<file path="config.mk">
export PLATFORM = sky130hd
export DESIGN_NAME = conv_window_ctrl
export DESIGN_NICKNAME = d
export VERILOG_FILES = /design/src/rtl/conv_pkg.sv /design/src/rtl/conv_addr_gen.sv /design/src/rtl/conv_window_ctrl.sv
export SDC_FILE = /design/constraint.sdc
export NUM_CORES = 1
export LEC_CHECK = 0
export BUFFER_PORTS_ARGS = -buffer_cell sky130_fd_sc_hd__buf_2
export CAP_MARGIN = 20
export CORE_ASPECT_RATIO = 1.4
export CORE_MARGIN = 3
export CORE_UTILIZATION = 52
export CTS_CLUSTER_DIAMETER = 200
export DETAILED_ROUTE_END_ITERATION = 8
export PLACE_DENSITY = 0.77
export SKIP_LAST_GASP = 1
export SYNTH_ARGS = -nofsm -noshare
export SYNTH_HDL_FRONTEND = slang
export SYNTH_SLANG_ARGS = --single-unit
</file>
<file path="constraint.sdc">
create_clock -name clock -period 11.18 [get_ports clock]
set_input_delay 2.236 -clock clock [delete_from_list [all_inputs] [get_ports clock]]
set_output_delay 2.236 -clock clock [all_outputs]
set_load 0.005 [all_outputs]
</file>
<file path="src/rtl/conv_pkg.sv">
// Shared types and defaults for the convolution window sequencer.
package conv_pkg;

    localparam int SIZE_DEF      = 3;
    localparam int WIDTH_BIT_DEF = 8;

    typedef enum logic [2:0] {IDLE, FETCH, LAST, CONV, OUT, DONE} state_t;

    typedef logic [WIDTH_BIT_DEF-1:0] win_t [SIZE_DEF][SIZE_DEF];

endpackage

</file>
<file path="src/rtl/conv_addr_gen.sv">
// Maps window origin (row, col) and fetch index k to a row-major pixel
// address and the window cell that read k fills.
module conv_addr_gen
    import conv_pkg::*;
#(
    parameter int SIZE   = SIZE_DEF,
    parameter int IMG_W  = 8,
    parameter int IMG_H  = 8,
    parameter int ADDR_W = $clog2(IMG_W*IMG_H),
    parameter int RW     = $clog2(IMG_H),
    parameter int CW     = $clog2(IMG_W),
    parameter int KW     = $clog2(SIZE*SIZE+1),
    parameter int WW     = (SIZE > 1) ? $clog2(SIZE) : 1
) (
    input  logic [RW-1:0]     row,
    input  logic [CW-1:0]     col,
    input  logic [KW-1:0]     k,
    output logic [ADDR_W-1:0] addr,
    output logic [WW-1:0]     win_row,
    output logic [WW-1:0]     win_col
);

    localparam int AW1 = ADDR_W + 1;

    int unsigned     kr;
    int unsigned     kc;
    logic [AW1-1:0]  y;
    logic [AW1-1:0]  x;

    always_comb begin
        kr      = 32'(k) / SIZE;
        kc      = 32'(k) % SIZE;
        y       = AW1'(32'(row) + kr);
        x       = AW1'(32'(col) + kc);
        addr    = ADDR_W'(y * AW1'(IMG_W) + x);
        win_row = WW'(kr);
        win_col = WW'(kc);
    end

endmodule

</file>
<file path="src/rtl/conv_window_ctrl.sv">
// Scans an image in a single-port RAM with stride 1, loads each SIZE x SIZE
// window, fires the conv datapath and streams the tagged results.
module conv_window_ctrl
    import conv_pkg::*;
#(
    parameter int SIZE      = SIZE_DEF,
    parameter int WIDTH_BIT = WIDTH_BIT_DEF,
    parameter int IMG_W     = 8,
    parameter int IMG_H     = 8,
    parameter int ADDR_W    = $clog2(IMG_W*IMG_H)
) (
    input  logic                     clock,
    input  logic                     reset,
    input  logic                     start_i,
    output logic                     busy_o,
    output logic                     done_o,
    output logic                     rd_en_o,
    output logic [ADDR_W-1:0]        rd_addr_o,
    input  logic [WIDTH_BIT-1:0]     rd_data_i,
    output logic [WIDTH_BIT-1:0]     win_o [SIZE][SIZE],
    output logic                     conv_ena_o,
    input  logic [WIDTH_BIT-1:0]     conv_res_i,
    output logic                     out_valid_o,
    input  logic                     out_ready_i,
    output logic [WIDTH_BIT-1:0]     out_data_o,
    output logic [$clog2(IMG_H)-1:0] out_row_o,
    output logic [$clog2(IMG_W)-1:0] out_col_o
);

    localparam int NWIN = SIZE * SIZE;
    localparam int RW   = $clog2(IMG_H);
    localparam int CW   = $clog2(IMG_W);
    localparam int KW   = $clog2(NWIN + 1);
    localparam int WW   = (SIZE > 1) ? $clog2(SIZE) : 1;

    localparam logic [KW-1:0] K_LAST   = KW'(NWIN - 1);
    localparam logic [RW-1:0] ROW_LAST = RW'(IMG_H - SIZE);
    localparam logic [CW-1:0] COL_LAST = CW'(IMG_W - SIZE);

    state_t          state;
    logic [RW-1:0]   row;
    logic [CW-1:0]   col;
    logic [KW-1:0]   k;

    logic [RW-1:0]     ag_row;
    logic [CW-1:0]     ag_col;
    logic [KW-1:0]     ag_k;
    logic [ADDR_W-1:0] ag_addr;
    logic [WW-1:0]     ag_win_row;
    logic [WW-1:0]     ag_win_col;

    // Window cell of the read on the bus now, and of the read whose data arrives now.
    logic [WW-1:0] cur_row;
    logic [WW-1:0] cur_col;
    logic [WW-1:0] pend_row;
    logic [WW-1:0] pend_col;
    logic          pend_v;

    // rd_addr_o is registered, so the generator sees the coordinates of the next read.
    always_comb begin
        ag_row = row;
        ag_col = col;
        ag_k   = k + KW'(1);
        case (state)
            IDLE: begin
                ag_row = '0;
                ag_col = '0;
                ag_k   = '0;
            end
            OUT: begin
                ag_k = '0;
                if (col != COL_LAST) begin
                    ag_col = col + CW'(1);
                end else begin
                    ag_col = '0;
                    ag_row = row + RW'(1);
                end
            end
            default: ;
        endcase
    end

    conv_addr_gen #(
        .SIZE   (SIZE),
        .IMG_W  (IMG_W),
        .IMG_H  (IMG_H),
        .ADDR_W (ADDR_W),
        .RW     (RW),
        .CW     (CW),
        .KW     (KW),
        .WW     (WW)
    ) u_addr_gen (
        .row     (ag_row),
        .col     (ag_col),
        .k       (ag_k),
        .addr    (ag_addr),
        .win_row (ag_win_row),
        .win_col (ag_win_col)
    );

    always_ff @(posedge clock) begin
        if (reset) begin
            state       <= IDLE;
            row         <= '0;
            col         <= '0;
            k           <= '0;
            cur_row     <= '0;
            cur_col     <= '0;
            pend_row    <= '0;
            pend_col    <= '0;
            pend_v      <= 1'b0;
            busy_o      <= 1'b0;
            done_o      <= 1'b0;
            rd_en_o     <= 1'b0;
            rd_addr_o   <= '0;
            win_o       <= '{default: '0};
            conv_ena_o  <= 1'b0;
            out_valid_o <= 1'b0;
            out_data_o  <= '0;
            out_row_o   <= '0;
            out_col_o   <= '0;
        end else begin
            pend_v   <= rd_en_o;
            pend_row <= cur_row;
            pend_col <= cur_col;
            if (pend_v) begin
                win_o[pend_row][pend_col] <= rd_data_i;
            end

            unique case (state)
                IDLE: begin
                    if (start_i) begin
                        row       <= '0;
                        col       <= '0;
                        k         <= '0;
                        busy_o    <= 1'b1;
                        rd_en_o   <= 1'b1;
                        rd_addr_o <= ag_addr;
                        cur_row   <= ag_win_row;
                        cur_col   <= ag_win_col;
                        state     <= FETCH;
                    end
                end
                FETCH: begin
                    if (k == K_LAST) begin
                        rd_en_o <= 1'b0;
                        state   <= LAST;
                    end else begin
                        k         <= ag_k;
                        rd_addr_o <= ag_addr;
                        cur_row   <= ag_win_row;
                        cur_col   <= ag_win_col;
                    end
                end
                LAST: begin
                    conv_ena_o <= 1'b1;
                    state      <= CONV;
                end
                CONV: begin
                    conv_ena_o  <= 1'b0;
                    out_valid_o <= 1'b1;
                    out_data_o  <= conv_res_i;
                    out_row_o   <= row;
                    out_col_o   <= col;
                    state       <= OUT;
                end
                OUT: begin
                    if (out_ready_i) begin
                        out_valid_o <= 1'b0;
                        k           <= '0;
                        if (col != COL_LAST || row != ROW_LAST) begin
                            row       <= ag_row;
                            col       <= ag_col;
                            rd_en_o   <= 1'b1;
                            rd_addr_o <= ag_addr;
                            cur_row   <= ag_win_row;
                            cur_col   <= ag_win_col;
                            state     <= FETCH;
                        end else begin
                            done_o <= 1'b1;
                            state  <= DONE;
                        end
                    end
                end
                DONE: begin
                    done_o <= 1'b0;
                    busy_o <= 1'b0;
                    state  <= IDLE;
                end
                default: state <= IDLE;
            endcase
        end
    end

endmodule

</file>
=== Word level (Yosys, flattened, before mapping) ===
Cells that the tools add are included.
Widths: inputs -> output; s select.

* Output and inout port bits: 97
* Bits in registers: 119
* Input port bits: 20
* Logic and storage cells: 127

* Reduce and logical (&&, ||, !) cells: 19
* Bitwise operators: 2
* Eq/ne operators: 14
* Div/mod/pow operators: 2
* Add/subtract/negate cells: 6
* Order comparisons: 4
* Muxes and demuxes: 53

{| class="wikitable"
|+ Operators with widths
! kind !! number
|-
| $bwmux 72 || 1
|-
| $demux 24 s2 || 1
|-
| $mux 3 || 11
|-
| $div 4x2->32 const B || 1
|-
| $mod 4x2->32 const B || 1
|-
| $mux 24 || 1
|-
| $mux 6 || 4
|-
| $pmux 3 s2 || 4
|-
| $pmux 6 s3 || 1
|-
| $demux 8 s2 || 1
|-
| $mux 2 || 8
|-
| $mux 4 || 4
|-
| $pmux 3 s5 || 1
|-
| $ne 2x2->1 const B || 6
|-
| $pmux 2 s3 || 2
|-
| $pmux 4 s3 || 1
|-
| $reduce_and 5->1 || 2
|-
| $reduce_bool 2->1 || 5
|-
| $mux 8 || 1
|-
| $pmux 1 s2 || 4
|-
| $reduce_and 4->1 || 2
|-
| $mux 1 || 7
|-
| $add 3x1->3 const B || 2
|-
| $add 3x6->6 || 1
|-
| 19 further kinds || 28
|}

=== Logic depth before layout (Yosys ltp) ===
Gate-level depths: netlist of the first run.

* Depth after elaboration: 9
* Depth in mapped cells: 22
* Mapped depth without buffers: 21

=== Cells and area by module ===
From an unflattened synthesis of the first run, not the netlist that was laid out.

* Cells, all modules: 593
* Area total of the unflattened synthesis: 5403.9 µm²

{| class="wikitable"
|+ Modules (own cells, without submodules)
! module !! area an instance (µm²) !! cells each !! instances !! sequential area each (µm²)
|-
| conv_window_ctrl || 4767.1 || 511 || 1 || 2382.3
|-
| conv_addr_gen || 636.9 || 82 || 1 || 0.0
|}

=== Worst setup path after synthesis of the first run ===
OpenSTA, ideal clock, no wires.

* Path type: register to register
* Start: register k[0]
* End: register rd_addr_o[5]
* Data arrival time: 4827 ps
* Buffers on the path: 0
* Period minus slack after synthesis: 4959 ps
* Required time: 11048 ps
* Cell stages (with the launch flop): 22
* Slack: 6221 ps
* Cells stage by stage: dfxtp_1 -> inv_1 -> ha_1 -> and2_1 -> ha_1 -> ha_1 -> a31oi_2 -> nand2_1 -> xor2_1 -> ha_1 -> a21oi_1 -> o211ai_1 -> nor3_4 -> mux2_2 -> ha_1 -> a21o_1 -> a21oi_1 -> o21bai_1 -> a21oi_1 -> xnor3_1 -> a211oi_1 -> nor4_2

* Longest elaborated chain between the ends: 8

{| class="wikitable"
|+ Ends and longest elaborated chain
! element !! RTL line !! RTL
|-
| from (decl) || conv_window_ctrl.sv:43 || <nowiki>logic [KW-1:0] k;</nowiki>
|-
| from (signal assigned) || conv_window_ctrl.sv:149 || <nowiki>k <= ag_k;</nowiki>
|-
| $add 4x1->4 * || conv_window_ctrl.sv:63 || <nowiki>ag_k = k + KW'(1);</nowiki>
|-
| $mux 4 * || conv_window_ctrl.sv:64 || <nowiki>case (state)</nowiki>
|-
| $div 4x2->32 * || conv_addr_gen.sv:31 || <nowiki>kr = 32'(k) / SIZE;</nowiki>
|-
| net ag_win_row[1] || conv_window_ctrl.sv:49 || <nowiki>logic [WW-1:0] ag_win_row;</nowiki>
|-
| $add 3x3->3 * || conv_addr_gen.sv:33 || <nowiki>y = AW1'(32'(row) + kr);</nowiki>
|-
| $add 6x6->6 * || conv_addr_gen.sv:35 || <nowiki>addr = ADDR_W'(y * AW1'(IMG_W) + x);</nowiki>
|-
| $mux 6 || conv_window_ctrl.sv:171 || <nowiki>if (col != COL_LAST || row != ROW_LAST) begin</nowiki>
|-
| $mux 6 || conv_window_ctrl.sv:168 || <nowiki>if (out_ready_i) begin</nowiki>
|-
| $pmux 6 s3 * || conv_window_ctrl.sv:130 || <nowiki>unique case (state)</nowiki>
|-
| to (signal assigned) || conv_window_ctrl.sv:138 || <nowiki>rd_addr_o <= ag_addr;</nowiki>
|-
| to (signal assigned) || conv_window_ctrl.sv:150 || <nowiki>rd_addr_o <= ag_addr;</nowiki>
|-
| to (signal assigned) || conv_window_ctrl.sv:175 || <nowiki>rd_addr_o <= ag_addr;</nowiki>
|-
| to (decl) || conv_window_ctrl.sv:18 || <nowiki>output logic [ADDR_W-1:0] rd_addr_o,</nowiki>
|}

The timed path passes the listed nets; every way through them passes the cells marked *. The select of a mux whose other input is x is not followed.
A chain may end at the register's enable or synchronous reset.

=== Worst setup path in the final report of the first run ===
* Start: register state[0]
* End: register rd_addr_o[5]

* Longest elaborated chain between the ends: 9

{| class="wikitable"
|+ Ends and longest elaborated chain
! element !! RTL line !! RTL
|-
| from (decl) || conv_window_ctrl.sv:40 || <nowiki>state_t state;</nowiki>
|-
| from (signal assigned) || conv_window_ctrl.sv:103 || <nowiki>state <= IDLE;</nowiki>
|-
| from (signal assigned) || conv_window_ctrl.sv:141 || <nowiki>state <= FETCH;</nowiki>
|-
| from (signal assigned) || conv_window_ctrl.sv:147 || <nowiki>state <= LAST;</nowiki>
|-
| $eq 3x3->1 or $logic_not 3->1 (tied branches) || conv_window_ctrl.sv:64 ||
|-
| $reduce_or 2->1 (no source line) * || -- ||
|-
| $mux 4 * || conv_window_ctrl.sv:64 ||
|-
| $div 4x2->32 * || conv_addr_gen.sv:31 ||
|-
| net ag_win_row[1] || conv_window_ctrl.sv:49 ||
|-
| $add 3x3->3 * || conv_addr_gen.sv:33 ||
|-
| $add 6x6->6 * || conv_addr_gen.sv:35 ||
|-
| $mux 6 || conv_window_ctrl.sv:171 ||
|-
| $mux 6 || conv_window_ctrl.sv:168 ||
|-
| $pmux 6 s3 * || conv_window_ctrl.sv:130 ||
|}

Marked as above.

==> flow_summary_export.csv, run 1 <==
group,metric,value,unit
detailed_routing,ant_nets,0,
detailed_routing,wl_per_cell,15.6,um
clocking,numCtsBuffers,17,
clocking,clkTransAtPathRegs,50,ps
global_routing,grt_pass1_vias,4430,
power_and_ir_drop,p_int,792,uW
global_routing,grt_pass1_wl,21.2,mm
floorplanning,initial_utilization,0.543,
power_and_ir_drop,power_frac_seq,0.428,
floorplanning,die_h,125,um
yosys,async_reset_ff_frac,0,
yosys,synth_warnings,0,
yosys,syn_avg_cell_area,8.95,um2
final_layout,fin_nets,717,
place,portBuffers,116,
clocking,cts_tree,"built",
yosys,syn_inst,583,
power_and_ir_drop,p_leak,3.03,nW
worst_setup_path,crit_arrival,6090,ps
detailed_routing,drt_iter0_markers,205,
final_layout,mostFrequentLayoutCells,"119 x dfxtp_1, 115 x buf_2, 110 x nor2_1",
clocking,htree_levels,4,
global_routing,grtUsageTotal,0.232,
final_layout,final_common_cell,"dfxtp_1",
final_layout,n_fill_cell,785,
worst_setup_path,path_max_fanout,17,
sta,fmax,172,MHz
floorplanning,dieArea,0.0113,mm2
floorplanning,row_count,42,
yosys,synth_seq_cells,119,
outcome,status,"completed",
job,maxCapViolations,0,
final_layout,area_growth,22.9,%
power_and_ir_drop,p_switching,241,uW
detailed_routing,routed_via_density,5.34,
clocking,cts-root-buf,"clkbuf_16",
power_and_ir_drop,power.density,161,mW/mm2
sta,period_needed,5810,ps
clocking,clk_path_buf_depth,2,
sta,setup_violations,0,
power_and_ir_drop,power_frac_clock,0.504,
place,gp_congestion,0.970,
sta,final_hold_viol_count,0,
clocking,cts_hold_buffers,0,
final_layout,multi_input_area,0.00264,mm2
clocking,ctsResizeCount,0,
yosys,synth_area,0.00522,mm2
yosys,synth_nets,619,
final_layout,diodes,0,
final_layout,layout-drive-gt1-share,0.231,
sta,post-route-period-util,0.520,
floorplanning,io-pin-count,117,
floorplanning,die_x,90.7,um
sta,relSlewSlack,0.377,
global_routing,grt_max_degree,120,
place,preCtsSetupSlack,5440,ps
sta,skew,6.06,ps
place,dp.final_hpwl,8.98,mm
global_routing,grt_overflow_total,0,
clocking,clock_latency,410,ps
sta,rsz0062_at_grt,"no",
clocking,post_cts_buffers,0,
detailed_routing,vias,4412,
final_layout,seq_area,0.00238,mm2
detailed_routing,drc,0,
global_routing,antenna_found_initial,0,
yosys,synth-edff-count,0,
yosys,seq_area_frac_synth,0.456,
power_and_ir_drop,power.total,1.03,mW
sta,worst_slack,5370,ps
worst_setup_path,cp-end-kind,"flip-flop",
worst_setup_path,worstSetupPathType,"reg2reg",
sta,slew_viol_final,0,
worst_setup_path,start_kind,"flip-flop",
sta,fin_setup_tns,0,ps
power_and_ir_drop,vdd_drop_max,0.109,mV
clocking,cts_sinks,119,
yosys,yosysUniqueCellTypes,54,
sta,worstMarginPinSlew,931,ps
yosys,synth_ff_type,"dfxtp_1",
worst_setup_path,crit_required,11460,ps
floorplanning,core,0.00962,mm2
power_and_ir_drop,comb_power_share,0.068,
min_path,hold_class,"reg2reg",
detailed_routing,routed_wl,12.9,mm
detailed_routing,first_pass_iters,4,
power_and_ir_drop,switching_share,0.233,
-- synth_stat cells, types with 3 or more instances --
cell type / instances / area share
and3_1: 4 / 0.0048
a22o_1: 3 / 0.0050
ha_1: 14 / 0.034
inv_1: 12 / 0.0086
nor3_1: 13 / 0.012
dfxtp_1: 119 / 0.46
buf_1: 9 / 0.0065
buf_2: 5 / 0.0048
nand2b_1: 6 / 0.0072
nor3b_1: 3 / 0.0043
o21ai_0: 12 / 0.012
nor2b_1: 6 / 0.0072
nand3_1: 8 / 0.0077
mux2i_1: 74 / 0.14
clkbuf_1: 23 / 0.017
a21oi_1: 38 / 0.036
o211ai_1: 5 / 0.0072
or3_1: 4 / 0.0048
a211oi_1: 4 / 0.0058
xnor2_1: 4 / 0.0067
nor2_1: 110 / 0.079
nand2_1: 59 / 0.042
xor2_1: 5 / 0.0084
nand3b_1: 5 / 0.0072
-- through the flow --
stage                     std cells  cell area, um2  hold slack (ps)   util
after floorplan                 583            5220              439      -
after global placement          793            5820              440  0.605
after detailed placement        793            5820              444  0.605
after CTS                       825            6390              451  0.664
after global routing            826            6420              483  0.667
final                           826            6420              447  0.667
-- cell families (layout without fill, tap and decap cells) --
kind of cell | after synthesis | after routing | share of synthesized area
multiplexers | 76 | 76 | 0.146
AND/OR/NAND/NOR | 232 | 232 | 0.201
XOR/XNOR | 12 | 12 | 0.0256
AO/OA/AOI/OAI | 78 | 78 | 0.0916
adder cells (fa/ha/maj) | 16 | 16 | 0.0412
buffers and inverters | 50 | 161 | 0.0379
flip-flops | 119 | 119 | 0.456
-- critical path, cell delays in order, from the launching register on --
cell      delay [ps]
dfxtp_1          410
nor2_2           540
nor3b_1          120
a22o_1           290
ha_1             210
ha_1             230
a31oi_2          350
nand2_1          240
xor2_1           210
ha_1             230
a21oi_1          150
o211ai_1         210
nor3_4           350
mux2_2           420
ha_1             290
a21o_1           190
a21oi_1          210
o21bai_1          90
a21oi_1          160
xnor3_1          430
a211oi_1         280
nor4_2            90
-- power groups by stage --
stage	clock network [mW]	logic, mW	registers [mW]
final	0.520	0.0700	0.443
after global routing	0.548	0.0783	0.444
after CTS	0.526	0.0694	0.442
after detailed placement	0	0.0684	0.451
after global placement	0	0.0673	0.450
after floorplan	0	0.0504	0.448
-- final timing paths --
path | endpoint | depth (start not counted) | slack [ps] | start
worst min-delay path | rd_addr_o[3]$_SDFFE_PP0P_ | 2 | 450 | rd_addr_o[3]$_SDFFE_PP0P_
worst max register to register | rd_addr_o[5]$_SDFFE_PP0P_ | 21 | 5370 | state[0]$_SDFFE_PP0P_
worst min register to register | rd_addr_o[3]$_SDFFE_PP0P_ | 2 | 450 | rd_addr_o[3]$_SDFFE_PP0P_
worst max-delay path | rd_addr_o[5]$_SDFFE_PP0P_ | 21 | 5370 | state[0]$_SDFFE_PP0P_
-- metal layers --
metal / vias to the layer above / global-route usage / share of wire
met3: 34 / 0.0580 / 0.047
met5: - / 0 / 0
met4: 0 / 0.115 / 0.031
li1: 2173 / - / -
met2: 137 / 0.419 / 0.53
met1: 2068 / 0.247 / 0.39
-- layout make-up --
type | count | share of cell area
Multi-Input combinational cell | 414 | 0.411
Sequential cell | 119 | 0.371
Inverter | 12 | 0.00702
Clock buffer | 20 | 0.0696
Timing Repair Buffer | 117 | 0.0951
Clock inverter | 12 | 0.0199
Tap cell | 132 | 0.0257
-- registers in the layout (all words and copies together), names as in the netlist --
name	count
k	4
out_row_o	3
state	3
rd_addr_o	6
out_data_o	8
pend_v	1
rd_en_o	1
out_col_o	3
win_o	72
col	3
out_valid_o	1
cur_col	2
row	3
pend_row	2
done_o	1
pend_col	2
cur_row	2
busy_o	1
conv_ena_o	1
Power figures use the tool's default switching activity.
==> run 2: changes to the inputs <==
- clock period: 11.18 -> 5.4 ns (I/O delays scaled with it)
==> run 2 against run 1 <==
  * Clock power up 120%
  * Clock skew up 7.2 ps
  * Combinational power up 110%
  * Via count up 0.43%
  * Global-route usage down 0.60 points
  * Largest cell class unchanged
==> flow_summary_export.csv, run 2 (same netlist as run 1, synthesis figures left out) <==
group,metric,value,unit
global_routing,grt_overflow_total,0,
sta,worst_slack,351,ps
detailed_routing,routed_via_density,5.34,
global_routing,grt_pass1_wl,20.7,mm
final_layout,mostFrequentLayoutCells,"118 x dfxtp_1, 115 x buf_2, 110 x nor2_1",
clocking,clkTransAtPathRegs,60,ps
final_layout,largest-register,"win_o",
final_layout,final_area,0.00649,mm2
floorplanning,dieArea,0.0113,mm2
final_layout,seq_area,0.00238,mm2
place,place_inst,795,
final_layout,multi_input_area,0.00266,mm2
sta,post-route-period-util,0.935,
worst_setup_path,cp-end-kind,"flip-flop",
outcome,status,"completed",
global_routing,grt_use_met2,0.415,
final_layout,final_common_cell,"dfxtp_1",
clocking,htree_levels,4,
worst_setup_path,path_max_fanout,7,
final_layout,largest_register_ffs,72,
clocking,cts_sinks,119,
min_path,hold_class,"reg2reg",
floorplanning,core,0.00962,mm2
final_layout,fin_nets,720,
floorplanning,die_h,125,um
clocking,clock_latency,410,ps
final_layout,diodes,0,
place,place_area,0.00583,mm2
clocking,cts-root-buf,"clkbuf_16",
power_and_ir_drop,vdd_drop_max,0.266,mV
place,portBuffers,116,
power_and_ir_drop,power.density,339,mW/mm2
worst_setup_path,crit_arrival,5370,ps
global_routing,grt_max_degree,120,
final_layout,n_fill_cell,776,
floorplanning,die_x,90.7,um
place,dp.final_hpwl,8.87,mm
global_routing,grt_util_met3,0.0574,
floorplanning,io-pin-count,117,
detailed_routing,wl_per_cell,15.4,um
place,gp_congestion,0.949,
clocking,numCtsBuffers,17,
sta,fin_setup_tns,0,ps
worst_setup_path,start_kind,"flip-flop",
power_and_ir_drop,power.total,2.20,mW
sta,worstMarginPinSlew,935,ps
global_routing,use_met1,0.241,
global_routing,grtUsageTotal,0.226,
detailed_routing,drt_iter0_markers,206,
place,preCtsSetupSlack,94.9,ps
global_routing,grt_pass1_vias,4293,
sta,fmax,198,MHz
floorplanning,row_count,42,
sta,hold_slack,449,ps
final_layout,reg.largest.list,"win_o (72), out_data_o (8), rd_addr_o (6)",
power_and_ir_drop,p_leak,3.06,nW
clocking,clk_path_buf_depth,2,
job,maxCapViolations,0,
worst_setup_path,worstSetupPathType,"reg2reg",
detailed_routing,drc,0,
detailed_routing,first_pass_iters,4,
worst_setup_path,crit_required,5720,ps
sta,period_needed,5050,ps
global_routing,antenna_found_initial,0,
sta,relSlewSlack,0.375,
sta,final_hold_viol_count,0,
floorplanning,initial_utilization,0.543,
sta,slew_viol_final,0,
final_layout,final_cells,829,
clocking,cts_tree,"built",
sta,rsz0062_at_grt,"no",
final_layout,area_growth,24.3,%
final_layout,layout-drive-gt1-share,0.244,
clocking,cts_hold_buffers,0,
detailed_routing,routed_wl,12.8,mm
final_layout,utilization,0.675,
sta,skew,13.3,ps
global_routing,grt-busiest-layer,"met2",
detailed_routing,ant_nets,0,
sta,setup_violations,0,
detailed_routing,vias,4431,
run 2: path summary, 6_finish.rpt:
check	slack (ps)	to	cells after the start	startpoint
worst max-delay path	350	rd_addr_o[5]$_SDFFE_PP0P_	21	k[0]$_SDFFE_PP0P_
worst min-delay path	450	out_data_o[7]$_SDFFE_PP0P_	2	out_data_o[7]$_SDFFE_PP0P_
worst max register to register	350	rd_addr_o[5]$_SDFFE_PP0P_	21	k[0]$_SDFFE_PP0P_
worst min register to register	450	out_data_o[7]$_SDFFE_PP0P_	2	out_data_o[7]$_SDFFE_PP0P_
run 2: timing repair:
action,in CTS,in global routing
buffers inserted,0,1
endpoints found under the setup margin,0,1
resized for setup,0,6
run 2: cell type report:
class,instances,area share
Clock buffer,18,0.0662
Multi-Input combinational cell,414,0.409
Timing Repair Buffer,120,0.0976
Sequential cell,119,0.367
Clock inverter,14,0.0270
Inverter,12,0.00694
Tap cell,132,0.0255
run 2: critical path: stages, from the launching register on:
cell and delay [ps]:
dfxtp_2 400, inv_1 110, ha_1 370, and2_1 200
ha_1 220, ha_1 240, a31oi_2 210, nand2_2 140
xor2_1 180, ha_1 220, a21oi_1 140, o211ai_1 160
nor3_4 260, mux2_2 420, ha_1 270, a21o_1 190
a21oi_2 180, o21bai_1 90, a21oi_1 150, xnor3_1 430
and4_4 210, nor4_2 190
run 2: layer usage:
metal  vias to the layer above  share of wire
met5                         -              0
met3                        24          0.046
met4                         0          0.028
met1                      2096           0.40
li1                       2178              -
met2                       133           0.53
run 2: power by group:
| part | switching, mW | internal [mW] | leakage (nW) |
|---|---|---|---|
| Sequential | 0.0176 | 0.898 | 0.962 |
| Combinational | 0.0931 | 0.0555 | 1.81 |
| Clock | 0.405 | 0.728 | 0.287 |
==> run 3: changes to the inputs <==
- ABC_AREA: unset -> 1
==> run 3 against run 2 <==
  * Clock skew fell by 2.3 ps
  * Non-clock buffer count fell by 2
  * Register-to-register slack improved by 610 ps
  * Critical path depth rose by 5
  * Via count rose by 9.2%
  * Sequential cell count did not move
  * Power rose by 13%
  * Synthesized cell count rose by 15%
  * Critical endpoint unchanged
  * Combinational power rose by 76%
  * Core utilization fell by 0.070 points
  * Sequential share of layout area rose by 0.42 points
  * Final area fell by 1.2%
==> flow_summary_export.csv, run 3 <==
group,metric,value,unit
worst_setup_path,rr_endpoint,"rd_addr_o[5]$_SDFFE_PP0P_",
yosys,ys_top_cells_by_count,"191 x nor2_1, 119 x dfxtp_1, 98 x o21ai_0",
clocking,post_cts_buffers,0,
worst_setup_path,cp-end-kind,"flip-flop",
clocking,cts_hold_buffers,0,
sta,relSlewSlack,0.585,
clocking,ctsResizeCount,0,
power_and_ir_drop,power.density,387,mW/mm2
power_and_ir_drop,p_leak,3.25,nW
final_layout,largest_register_ffs,72,
min_path,hold_path_end,"pend_col[1]$_SDFF_PP0_",
yosys,synth_ff_type,"dfxtp_1",
sta,fin_setup_tns,0,ps
worst_setup_path,start_kind,"flip-flop",
clocking,htree_levels,4,
worst_setup_path,r2r_slack,960,ps
place,gp_congestion,0.886,
worst_setup_path,crit_arrival,4740,ps
detailed_routing,routed_via_density,5.22,
worst_setup_path,slowest_delay,440,ps
global_routing,antenna_found_initial,0,
floorplanning,core,0.00951,mm2
sta,worst_slack,964,ps
floorplanning,die_x,89.5,um
yosys,yosys.area.top_type,"dfxtp_1",
worst_setup_path,cpMaxStageDelayCell,"fa_1",
worst_setup_path,crit_required,5700,ps
min_path,holdCritStartpoint,"cur_col[1]$_SDFFE_PP0P_",
final_layout,final_common_cell,"nor2_1",
final_layout,largest-register,"win_o",
detailed_routing,wl_per_cell,14.4,um
worst_setup_path,crit-reg2reg-launch,"k[0]$_SDFFE_PP0P_",
yosys,syn_avg_cell_area,7.57,um2
detailed_routing,drt_iter0_markers,241,
global_routing,grtUsageTotal,0.246,
detailed_routing,first_pass_iters,5,
clocking,cts_tree,"built",
place,place_inst,896,
yosys,synth_nets,707,
worst_setup_path,worst-path-buf-inv,6,
sta,setup_violations,0,
detailed_routing,ant_nets,0,
clocking,cts_sinks,119,
yosys,yosysUniqueCellTypes,45,
clocking,clk_path_buf_depth,2,
min_path,hold_class,"reg2reg",
yosys,synth_most_common_cell,"nor2_1",
worst_setup_path,worstSetupPathType,"reg2reg",
yosys,synth_warnings,0,
sta,skew,11.0,ps
sta,worstMarginPinSlew,618,ps
place,portBuffers,116,
final_layout,diodes,0,
sta,fmax,225,MHz
clocking,numCtsBuffers,17,
final_layout,final_cells,926,
sta,slew_viol_final,0,
clocking,clock_latency,410,ps
worst_setup_path,r2r_cells,26,
yosys,async_reset_ff_frac,0,
global_routing,grt_overflow_total,0,
worst_setup_path,cp_top_family,"adder cells",
clocking,clkTransAtPathRegs,50,ps
global_routing,grt_pass1_wl,20.9,mm
global_routing,grt_pass1_vias,4438,
detailed_routing,routed_wl,13.4,mm
yosys,synth-edff-count,0,
place,place_area,0.00574,mm2
floorplanning,row_count,42,
yosys,seq_area_frac_synth,0.469,
sta,rsz0062_at_grt,"no",
global_routing,grt_max_degree,71,
power_and_ir_drop,vdd_drop_max,0.253,mV
sta,final_hold_viol_count,0,
yosys,synth_seq_cells,119,
outcome,status,"completed",
clocking,cts-root-buf,"clkbuf_16",
worst_setup_path,path_max_fanout,7,
floorplanning,dieArea,0.0110,mm2
job,maxCapViolations,0,
final_layout,mostFrequentLayoutCells,"191 x nor2_1, 119 x dfxtp_1, 116 x buf_2",
place,preCtsSetupSlack,1120,ps
final_layout,area_growth,26.3,%
floorplanning,die_h,123,um
final_layout,reg.largest.list,"win_o (72), out_data_o (8), rd_addr_o (6)",
sta,post-route-period-util,0.821,
final_layout,layout-drive-gt1-share,0.227,
floorplanning,initial_utilization,0.534,
detailed_routing,drc,0,
min_path,hold_path_depth,2,
yosys,syn_inst,671,
final_layout,fin_nets,819,
yosys,synth_top_area_frac,0.469,
detailed_routing,vias,4838,
yosys,synth_area,0.00508,mm2
yosys,synth_area_leaders,"dfxtp_1 47%, nor2_1 14%, o21ai_0 9.7%",
sta,period_needed,4440,ps
place,dp.final_hpwl,9.29,mm
floorplanning,io-pin-count,117,
final_layout,final_area,0.00641,mm2
## run 3: cell types whose count changed in the layout (fill, tap and decap cells not counted), moves of 6 or more
cell,before,now
nor3_1,13,5
nor2b_1,6,0
o21ai_1,0,8
clkbuf_8,0,6
nand2b_1,6,0
inv_2,0,8
o21ai_0,12,98
mux2i_1,74,0
nand2_1,58,45
inv_1,12,63
a21oi_1,37,29
nor2_1,110,191
## run 3: worst max-delay path by stage
| stage | startpoint | endpoint | slack (ps) | depth (start not counted) |
|---|---|---|---|---|
| final | k[0]$_SDFFE_PP0P_ | rd_addr_o[5]$_SDFFE_PP0P_ | 960 | 26 |
| after global routing | k[0]$_SDFFE_PP0P_ | rd_addr_o[5]$_SDFFE_PP0P_ | 620 | 30 |
| after CTS | k[0]$_SDFFE_PP0P_ | rd_addr_o[5]$_SDFFE_PP0P_ | 1050 | 26 |
| after detailed placement | k[1]$_SDFFE_PP0P_ | rd_addr_o[5]$_SDFFE_PP0P_ | 1120 | 30 |
| after global placement | k[1]$_SDFFE_PP0P_ | rd_addr_o[5]$_SDFFE_PP0P_ | 1370 | 30 |
| after floorplan | k[0]$_SDFFE_PP0P_ | rd_addr_o[5]$_SDFFE_PP0P_ | 1570 | 26 |
## run 3: per-stage QoR
| stage | hold slack (ps) | total power, mW | utilization |
|---|---|---|---|
| after floorplan | 410 | 1.15 | - |
| after global placement | 423 | 1.22 | 0.603 |
| after detailed placement | 423 | 1.23 | 0.603 |
| after CTS | 430 | 2.50 | 0.674 |
| after global routing | 455 | 2.58 | 0.674 |
| final | 426 | 2.48 | 0.674 |
## run 3: power by group
part           internal, mW  switching [mW]
Combinational        0.0907           0.172
Sequential            0.927          0.0317
Clock                 0.887           0.374
Total                  1.91           0.578
## run 3: kinds of logic (layout without fill, tap and decap cells)
family	Yosys count	after routing	share of synthesized area
DFF	119	119	0.469
xor gates and xnor gates	7	7	0.0121
and+or+nand+nor	280	280	0.242
muxes	1	1	0.00222
buffers and inverters	98	221	0.0749
AOI/OAI and AO/OA	150	150	0.157
adders and majority gates	16	16	0.0424
## run 3: per-layer routing
metal,vias to the layer above,GRT usage,routed length (um)
met1,2225,0.280,5270
met3,39,0.0720,796
met5,-,0,0
met2,185,0.416,6850
li1,2389,-,-
met4,0,0.118,457
## run 3: worst register-to-register path, stage by stage (launching register included)
cell and delay, ps:
dfxtp_1 390, inv_1 120, ha_1 350, nand2_2 130, inv_1 70, ha_1 230, ha_1 190, inv_1 150
o211ai_1 160, nand2_1 140, inv_1 50, ha_1 200, inv_1 120, nand4_4 160, ha_1 230, fa_1 440
ha_1 340, inv_1 60, nor2_1 50, o21ai_0 230, nand2_1 80, nand2_1 60, nand2_1 70, nand3_1 90
nand2_1 70, nor2_1 110, nor2_1 50
## run 3: layout make-up
class                   count  area [um2]
clock inverters             7         164
fillers                   786        3100
flip-flops and latches    119        2380
repair buffers            118         596
clock buffers              23         508
multi-input cells         454        2310
well taps                 132         165
inverters                  73         282
